==> config.mk <==
export PLATFORM = sky130hd
export DESIGN_NAME = axi_lite_master_interface
export DESIGN_NICKNAME = d
export VERILOG_FILES = /design/src/rtl/axi_lite_master_interface_pkg.sv /design/src/rtl/axi_lite_master_wr_engine.sv /design/src/rtl/axi_lite_master_interface.sv
export SDC_FILE = /design/constraint.sdc
export NUM_CORES = 1
export LEC_CHECK = 0
export CORE_AREA = 2 2 213 215
export CTS_CLUSTER_SIZE = 30
export DETAILED_ROUTE_END_ITERATION = 8
export DIE_AREA = 0 0 215 217
export GPL_TIMING_DRIVEN = 0
export PLACE_DENSITY = 0.59
export SYNTH_ARGS = -nofsm -noshare
export SYNTH_HDL_FRONTEND = slang
export SYNTH_SLANG_ARGS = --single-unit
==> constraint.sdc <==
create_clock -name ACLK -period 1.85 [get_ports ACLK]
set_clock_uncertainty 0.15 [all_clocks]
set_input_delay 0.37 -clock ACLK [delete_from_list [all_inputs] [get_ports ACLK]]
set_output_delay 0.37 -clock ACLK [all_outputs]
set_load 0.005 [all_outputs]
==> src/rtl/axi_lite_master_interface_pkg.sv <==
// rtl/axi_lite_master_interface_pkg.sv - shared encodings for the AXI-Lite master interface
package axi_lite_master_interface_pkg;

  // Read path FSM encoding
  typedef enum logic [1:0] {
    R_IDLE = 2'd0,
    R_ADDR = 2'd1,
    R_DATA = 2'd2
  } rd_state_t;

  // Write path FSM encoding
  typedef enum logic [1:0] {
    W_IDLE = 2'd0,
    W_SEND = 2'd1,
    W_RESP = 2'd2
  } wr_state_t;

  // AXI response code used as the idle/reset value of captured responses
  localparam logic [2:0] RESP_OKAY = 3'b000;

  // Protection attribute driven on AWPROT/ARPROT unless overridden
  localparam logic [2:0] PROT_DEFAULT = 3'b000;

endpackage

==> src/rtl/axi_lite_master_wr_engine.sv <==
// rtl/axi_lite_master_wr_engine.sv - write path: AW/W issue, progress flags, B capture
module axi_lite_master_wr_engine
  import axi_lite_master_interface_pkg::*;
#(
  parameter int ADDR_WIDTH = 64,
  parameter int DATA_WIDTH = 64,
  parameter int STRB_WIDTH = 4
) (
  input  logic                  ACLK,
  input  logic                  ARESETn,
  input  logic                  WriteEnableIn,
  input  logic [ADDR_WIDTH-1:0] WriteAddrIn,
  input  logic [DATA_WIDTH-1:0] WriteDataIn,
  input  logic [STRB_WIDTH-1:0] WriteStrbIn,
  output logic                  WriteReadyOut,
  output logic                  WriteDoneOut,
  output logic [2:0]            WriteRespOut,
  output logic                  AWVALID,
  output logic [ADDR_WIDTH-1:0] AWADDR,
  input  logic                  AWREADY,
  output logic                  WVALID,
  output logic [DATA_WIDTH-1:0] WDATA,
  output logic [STRB_WIDTH-1:0] WSTRB,
  input  logic                  WREADY,
  input  logic                  BVALID,
  input  logic [2:0]            BRESP,
  output logic                  BREADY
);

  wr_state_t             wr_state;
  logic                  awvalid_q;
  logic [ADDR_WIDTH-1:0] awaddr_q;
  logic                  wvalid_q;
  logic [DATA_WIDTH-1:0] wdata_q;
  logic [STRB_WIDTH-1:0] wstrb_q;
  logic                  bready_q;
  logic                  done_q;
  logic [2:0]            bresp_q;

  // The address and data channels complete independently; these remember
  // which of the two has already been handshaken in the current write.
  logic                  aw_done;
  logic                  w_done;

  logic                  aw_hs;
  logic                  w_hs;
  logic                  aw_complete;
  logic                  w_complete;

  assign aw_hs       = awvalid_q && AWREADY;
  assign w_hs        = wvalid_q && WREADY;
  assign aw_complete = aw_done || aw_hs;
  assign w_complete  = w_done || w_hs;

  // Write FSM: issue AW and W together, wait for both, then collect B
  always_ff @(posedge ACLK) begin
    if (!ARESETn) begin
      wr_state  <= W_IDLE;
      awvalid_q <= 1'b0;
      awaddr_q  <= '0;
      wvalid_q  <= 1'b0;
      wdata_q   <= '0;
      wstrb_q   <= '0;
      aw_done   <= 1'b0;
      w_done    <= 1'b0;
      bready_q  <= 1'b0;
      done_q    <= 1'b0;
      bresp_q   <= RESP_OKAY;
    end else begin
      done_q <= 1'b0;
      case (wr_state)
        W_IDLE: begin
          if (WriteEnableIn) begin
            awaddr_q  <= WriteAddrIn;
            wdata_q   <= WriteDataIn;
            wstrb_q   <= WriteStrbIn;
            awvalid_q <= 1'b1;
            wvalid_q  <= 1'b1;
            aw_done   <= 1'b0;
            w_done    <= 1'b0;
            wr_state  <= W_SEND;
          end
        end
        W_SEND: begin
          if (aw_hs) begin
            awvalid_q <= 1'b0;
            aw_done   <= 1'b1;
          end
          if (w_hs) begin
            wvalid_q <= 1'b0;
            w_done   <= 1'b1;
          end
          // Both channels finished (possibly on this very edge): move on to B.
          if (aw_complete && w_complete) begin
            aw_done  <= 1'b0;
            w_done   <= 1'b0;
            bready_q <= 1'b1;
            wr_state <= W_RESP;
          end
        end
        W_RESP: begin
          if (BVALID) begin
            bready_q <= 1'b0;
            bresp_q  <= BRESP;
            done_q   <= 1'b1;
            wr_state <= W_IDLE;
          end
        end
        default: begin
          awvalid_q <= 1'b0;
          wvalid_q  <= 1'b0;
          bready_q  <= 1'b0;
          aw_done   <= 1'b0;
          w_done    <= 1'b0;
          wr_state  <= W_IDLE;
        end
      endcase
    end
  end

  // Ready is a pure state decode so the core never sees an AXI-input path
  assign WriteReadyOut = (wr_state == W_IDLE);
  assign WriteDoneOut  = done_q;
  assign WriteRespOut  = bresp_q;
  assign AWVALID       = awvalid_q;
  assign AWADDR        = awaddr_q;
  assign WVALID        = wvalid_q;
  assign WDATA         = wdata_q;
  assign WSTRB         = wstrb_q;
  assign BREADY        = bready_q;

endmodule

==> src/rtl/axi_lite_master_interface.sv <==
// rtl/axi_lite_master_interface.sv - core-side AXI-Lite master with independent read/write paths
module axi_lite_master_interface
  import axi_lite_master_interface_pkg::*;
#(
  parameter int         ADDR_WIDTH = 64,
  parameter int         DATA_WIDTH = 64,
  parameter int         STRB_WIDTH = 4,
  parameter logic [2:0] PROT_VALUE = PROT_DEFAULT
) (
  input  logic                  ACLK,
  input  logic                  ARESETn,
  // core read request side
  input  logic                  ReadEnableIn,
  input  logic [ADDR_WIDTH-1:0] ReadAddrIn,
  output logic                  ReadReadyOut,
  output logic                  ReadValidOut,
  output logic [DATA_WIDTH-1:0] ReadDataOut,
  output logic [2:0]            ReadRespOut,
  // core write request side
  input  logic                  WriteEnableIn,
  input  logic [ADDR_WIDTH-1:0] WriteAddrIn,
  input  logic [DATA_WIDTH-1:0] WriteDataIn,
  input  logic [STRB_WIDTH-1:0] WriteStrbIn,
  output logic                  WriteReadyOut,
  output logic                  WriteDoneOut,
  output logic [2:0]            WriteRespOut,
  // write address channel
  output logic                  AWVALID,
  output logic [ADDR_WIDTH-1:0] AWADDR,
  output logic [2:0]            AWPROT,
  input  logic                  AWREADY,
  // write data channel
  output logic                  WVALID,
  output logic [DATA_WIDTH-1:0] WDATA,
  output logic [STRB_WIDTH-1:0] WSTRB,
  input  logic                  WREADY,
  // write response channel
  input  logic                  BVALID,
  input  logic [2:0]            BRESP,
  output logic                  BREADY,
  // read address channel
  output logic                  ARVALID,
  output logic [ADDR_WIDTH-1:0] ARADDR,
  output logic [2:0]            ARPROT,
  input  logic                  ARREADY,
  // read data channel
  input  logic                  RVALID,
  input  logic [DATA_WIDTH-1:0] RDATA,
  input  logic [2:0]            RRESP,
  output logic                  RREADY
);

  rd_state_t             rd_state;
  logic                  arvalid_q;
  logic [ADDR_WIDTH-1:0] araddr_q;
  logic                  rready_q;
  logic                  rd_valid_q;
  logic [DATA_WIDTH-1:0] rd_data_q;
  logic [2:0]            rd_resp_q;

  // Read FSM: latch the request, present AR, then wait for R and report it
  always_ff @(posedge ACLK) begin
    if (!ARESETn) begin
      rd_state   <= R_IDLE;
      arvalid_q  <= 1'b0;
      araddr_q   <= '0;
      rready_q   <= 1'b0;
      rd_valid_q <= 1'b0;
      rd_data_q  <= '0;
      rd_resp_q  <= RESP_OKAY;
    end else begin
      rd_valid_q <= 1'b0;
      case (rd_state)
        R_IDLE: begin
          if (ReadEnableIn) begin
            araddr_q  <= ReadAddrIn;
            arvalid_q <= 1'b1;
            rd_state  <= R_ADDR;
          end
        end
        R_ADDR: begin
          if (ARREADY) begin
            arvalid_q <= 1'b0;
            rready_q  <= 1'b1;
            rd_state  <= R_DATA;
          end
        end
        R_DATA: begin
          // Response code is passed through as-is; errors are the core's business.
          if (RVALID) begin
            rready_q   <= 1'b0;
            rd_data_q  <= RDATA;
            rd_resp_q  <= RRESP;
            rd_valid_q <= 1'b1;
            rd_state   <= R_IDLE;
          end
        end
        default: begin
          arvalid_q <= 1'b0;
          rready_q  <= 1'b0;
          rd_state  <= R_IDLE;
        end
      endcase
    end
  end

  assign ReadReadyOut = (rd_state == R_IDLE);
  assign ReadValidOut = rd_valid_q;
  assign ReadDataOut  = rd_data_q;
  assign ReadRespOut  = rd_resp_q;
  assign ARVALID      = arvalid_q;
  assign ARADDR       = araddr_q;
  assign RREADY       = rready_q;
  assign ARPROT       = PROT_VALUE;
  assign AWPROT       = PROT_VALUE;

  axi_lite_master_wr_engine #(
    .ADDR_WIDTH (ADDR_WIDTH),
    .DATA_WIDTH (DATA_WIDTH),
    .STRB_WIDTH (STRB_WIDTH)
  ) u_wr_engine (
    .ACLK          (ACLK),
    .ARESETn       (ARESETn),
    .WriteEnableIn (WriteEnableIn),
    .WriteAddrIn   (WriteAddrIn),
    .WriteDataIn   (WriteDataIn),
    .WriteStrbIn   (WriteStrbIn),
    .WriteReadyOut (WriteReadyOut),
    .WriteDoneOut  (WriteDoneOut),
    .WriteRespOut  (WriteRespOut),
    .AWVALID       (AWVALID),
    .AWADDR        (AWADDR),
    .AWREADY       (AWREADY),
    .WVALID        (WVALID),
    .WDATA         (WDATA),
    .WSTRB         (WSTRB),
    .WREADY        (WREADY),
    .BVALID        (BVALID),
    .BRESP         (BRESP),
    .BREADY        (BREADY)
  );

endmodule

# == Yosys cells after proc, flatten, opt, wreduce, memory -nomap -nowiden ==
# Index checks and enable logic that the tools add are counted.
# word_totals
regBits,279
in_bits,275
out_inout_bits,281
# op_classes
eq_ne,14
n_mux,31
bitwise_logic,4
n_reduce_logical,22
# op_table
op,count
$reduce_and A3 Y1,9
$pmux W1 S3,7
$mux W1,16
$mux W2,6
$pmux W2 S3,2
$reduce_and A2 Y1,6
$ne A2 B2 Y1 const B,5
$ne A2 B1 Y1 const B,3
$ne A3 B1 Y1 const B,2
$eq A2 B1 Y1 const B,2
$eq A2 B2 Y1 const B,2
$logic_not A2 Y1,2
$not A1 Y1,4
$logic_and A1 B1 Y1,3
$logic_or A1 B1 Y1,2

# == Logic depth before layout (Yosys ltp) ==
# logic_depth
ltp_word,5
mapped_depth,7
mapped_depth_nobuf,3

# == Modules after synthesis ==
# Synthesis repeated with hierarchy kept, for this count alone.
# hier_totals
hier_cells,1224
hier_area_um2,10470.0
# modules_own_cells
module,instances,cells_per_inst,area_per_inst_um2,seq_area_each_um2
axi_lite_master_interface,1,598,5403.9,2722.6
axi_lite_master_wr_engine,1,626,5066.1,2862.7

# == Least setup slack after synthesis ==
# Ideal clock, no wire load.
# synth_path
kind,register to register
start,register rd_state[1]
end,"register araddr_q[0], in the netlist ARADDR[0]"
arrival_ns,1.286
slack_ns,0.282
path_stages_with_launch,7
path_buffers,3
period_less_slack_ns,1.568
path_cell_list,dfxtp_1 > buf_2 > or3b_2 > buf_4 > buf_6 > nand2_1 > a21oi_1
# synth_between
elab_chain_len,2
# synth_lines
element,line,source
from (decl),axi_lite_master_interface.sv:53,rd_state_t rd_state;
from (signal assigned),axi_lite_master_interface.sv:64,rd_state <= R_IDLE;
from (signal assigned),axi_lite_master_interface.sv:78,rd_state <= R_ADDR;
from (signal assigned),axi_lite_master_interface.sv:85,rd_state <= R_DATA;
$logic_not A2 Y1,axi_lite_master_interface.sv:73,case (rd_state)
$reduce_and A2 Y1 (no source line),--,
to (signal assigned),axi_lite_master_interface.sv:76,araddr_q <= ReadAddrIn;
to (decl),axi_lite_master_interface.sv:55,logic [ADDR_WIDTH-1:0] araddr_q;
# Every way passes these cells.
# A chain may end at the register's enable or synchronous reset.

# == Worst setup path after layout ==
# layout_path
start,register u_wr_engine.wr_state[0]
end,output WriteReadyOut
# layout_between
elab_chain_len,1
# layout_lines
element,line,source
from (decl),axi_lite_master_wr_engine.sv:30,wr_state_t wr_state;
from (signal assigned),axi_lite_master_wr_engine.sv:58,wr_state <= W_IDLE;
from (signal assigned),axi_lite_master_wr_engine.sv:81,wr_state <= W_SEND;
from (signal assigned),axi_lite_master_wr_engine.sv:98,wr_state <= W_RESP;
$logic_not A2 Y1,axi_lite_master_wr_engine.sv:122,assign WriteReadyOut = (wr_state == W_IDLE);
to (decl),axi_lite_master_interface.sv:24,"output logic WriteReadyOut,"
# Every way passes these cells.

==> impl_results.md <==
- Clock latency on the worst-skew pair: 0.57 ns
- Period utilization: 96.0%
- Root Driver: clkbuf_16
- Max-cap violation count: 0
- Post-Layout Cell Count: 2437
- Synthesis warning total: 0
- Bufs and invs on worst path: 2
- H-tree Lvls: 1
- Hold path depth: 3
- Final TNS setup: 0 ns
- Synth Cell Area: 9810 µm²
- Syn Area/Cell: 8.01 µm²
- Slowest CP cell: dfxtp_4
- Routed Antenna Nets: 0
- Layout cells sized above 1: 7.68%
- Status: finished, final reports clean
- Critical path peak fanout: 10
- CP Launch Type: register
- CP required: 1.33 ns
- Clk sink count: 279
- Die area: 46700 µm²
- Die W: 215 µm
- Synth Instances: 1224
- Clk network pwr share: 42.7%
- Worst slew margin: 60.6%
- Initial antenna violation count: 2
- Clock Pin Slew Worst Setup and Hold Paths: 0.06 ns
- Routed len/inst: 16.6 µm
- Worst path max stage delay: 0.36 ns
- GR Util All Layers: 16.5%
- Ports: 556
- TritonCTS clock tree: yes
- Vias per cell: 4.24
- Core box area: 44700 µm²
- CP Capture Type: primary output
- Final min period: 1.78 ns
- Pint: 0.0111 W
- Reg power frac: 43.8%
- DRC violations left: 0
- Switching Fraction: 24.6%
- Fin util: 37.7%
- Critical path depth: 3
- Placed Cells: 2378
- First-pass GRT wire length: 60500 µm
- Rows: 78
- Post-synthesis sequential area ratio: 57.0%
- Routability cong.: 0.907
- Nets: 2087
- Area grow syn2layout: 72.0%
- Vias: 10300
- Final Hold Vio Count: 0
- Fmax: 0.563 GHz
- Buffers on Ports: 549
- Routed wire length: 40500 µm
- Yosys top cell area share: 57.0%
- DRT Pass-1 Iters: 7
- Flops & latches, synth: 279
- Initial DRC Count: 429
- Critical path cell sequence: buf_8, nor2_2, buf_2
- Hold Crit Class: in -> reg
- Netlist cell types: 25
- CP delay by family, top: flip-flops
- Leading area contributor after synthesis: dfxtp_1
- Grt total ovfl: 0
- LEAKAGE: 7.41 nW
- DP Wirelength: 32000 µm
- Cell area power density: 872 nW/µm²
- Reg2reg path depth: 7
- Initial Utilization: 21.9%
- Slew at the pin with the worst max-slew slack: 0.590 ns
- CP arrival: 1.26 ns
- Slew Viols, Final: 0
- Largest net degree at the start of global routing: 16
- DIE HEIGHT: 217 µm
- Combinational power share: 13.5%
- Worst vdd ir: 574 µV
- Number of global-route vias before repair: 10500
- Ranking of synthesized cells by area: dfxtp_1 57%, nand2_1 20%, a21oi_1 14%
- Fillers: 4747
- Number of setup violations in the final report: 0
- Cts bufs inserted: 31
- Hold Buf Count CTS: 0
- RSZ-0062 raised after global routing: false
- Critical setup path kind: reg -> out
- Max Buffers Root-to-Sink: 3
- Switching power: 0.00362 W
==> layer usage <==
layer  up-vias  wire length [µm]  track usage, %
met4         0              1150            5.31
li1       5118                 -               -
met2       423             20100            30.5
met3        59              3660            5.45
met1      4742             15600            17.8
met5         -                 0               0
==> stage by stage <==
stage                     setup WS, ns  hold WS, ns  instance area (µm²)  power [W]
final                           0.0748        0.191                16900     0.0147
after floorplan                  0.282        0.303                 9820    0.00727
after CTS                     0.000763        0.148                16800     0.0149
after global routing           0.00384        0.166                16900     0.0153
after detailed placement         -1.09        0.296                16100    0.00876
after global placement           -1.09        0.291                16100    0.00874
==> cells by family after synthesis <==
| kind of cell | count (synthesis) | synth area share [%] |
|---|---|---|
| compound gates | 284 | 14.7 |
| flops | 279 | 57.0 |
| other cells | 1 | 0.0382 |
| simple gates | 554 | 21.8 |
| buf+inv | 102 | 6.06 |
| mux | 4 | 0.408 |
==> timing repair <==
| action | 4_1_cts | 5_1_grt |
|---|---|---|
| endpoints found under the setup margin | 487 | 178 |
| setup buffers | 1 | 2 |
| gates resized for setup | 307 | 25 |
| gates cloned | 0 | 0 |
| pin swaps | 1 | 0 |
==> flip-flops by register name, indices dropped and copies added (netlist names), 2 cells and up <==
register / cells
rd_state: 2
u_wr_engine.WDATA: 64
ReadRespOut: 3
ARADDR: 64
u_wr_engine.WSTRB: 4
u_wr_engine.WriteRespOut: 3
u_wr_engine.wr_state: 2
u_wr_engine.AWADDR: 64
ReadDataOut: 64
==> placed cells by master (no fill, tap or decap), types with 15 or more instances in the layout <==
cell type,netlist,final
clkdlybuf4s50_1,0,274
a21oi_1,273,273
dlygate4sd2_1,0,272
clkbuf_16,0,31
clkbuf_2,0,15
clkbuf_1,46,36
buf_6,16,18
buf_2,19,17
dfxtp_1,279,267
nand2_1,529,529
buf_4,18,20
==> layout make-up <==
type	count	area, µm²	area share (%)
clock buffers	45	918	5.44
well taps	600	751	4.45
clock inverters	12	129	0.764
multi-input cells	848	3660	21.7
diodes	1	2.50	0.0148
inverters	3	11.3	0.0668
plain buffers	97	614	3.64
repair buffers	552	5170	30.7
flip-flops and latches	279	5610	33.2
==> synthesized netlist by cell type <==
library cell,n
a32o_1,2
conb_1,1
dfxtp_1,279
a21oi_1,273
nor2b_1,2
o21ai_0,5
buf_4,18
and3b_1,2
buf_6,16
mux2i_1,4
a211o_1,1
a41oi_1,2
nand2b_1,1
nor3_1,1
or3b_1,1
nor3b_2,1
or3b_2,2
buf_2,19
nor3b_1,1
nand2_1,529
o211ai_1,1
inv_1,3
nor2_1,11
nand3b_1,3
clkbuf_1,46
==> power groups by stage <==
stage	Clock [W]	Sequential, W	Combinational (W)
floorplan	0	0.00659	0.000678
global placement	0	0.00657	0.00217
detailed placement	0	0.00658	0.00218
CTS	0.00648	0.00645	0.00201
global route	0.00667	0.00648	0.00216
finish	0.00628	0.00645	0.00198
==> tightest hold or removal path, cell delays in order <==
cell	delay, ns
clkdlybuf4s50_1	0.39
nand2_1	0.06
a21oi_1	0.05
==> path summary, 6_finish.rpt <==
path	startpoint	to	slack, ns
hold reg to reg	u_wr_engine.AWADDR[33]$_SDFFE_PN0P_	u_wr_engine.AWADDR[33]$_SDFFE_PN0P_	0.30
hold / removal	RDATA[3]	ReadDataOut[3]$_SDFFE_PN0P_	0.19
setup reg to reg	u_wr_engine.wr_state[1]$_SDFFE_PN0P_	u_wr_engine.AWADDR[46]$_SDFFE_PN0P_	0.10
setup / recovery	u_wr_engine.wr_state[0]$_SDFFE_PN0P_	WriteReadyOut	0.07
No activity file was read; power rests on OpenSTA's default activity.
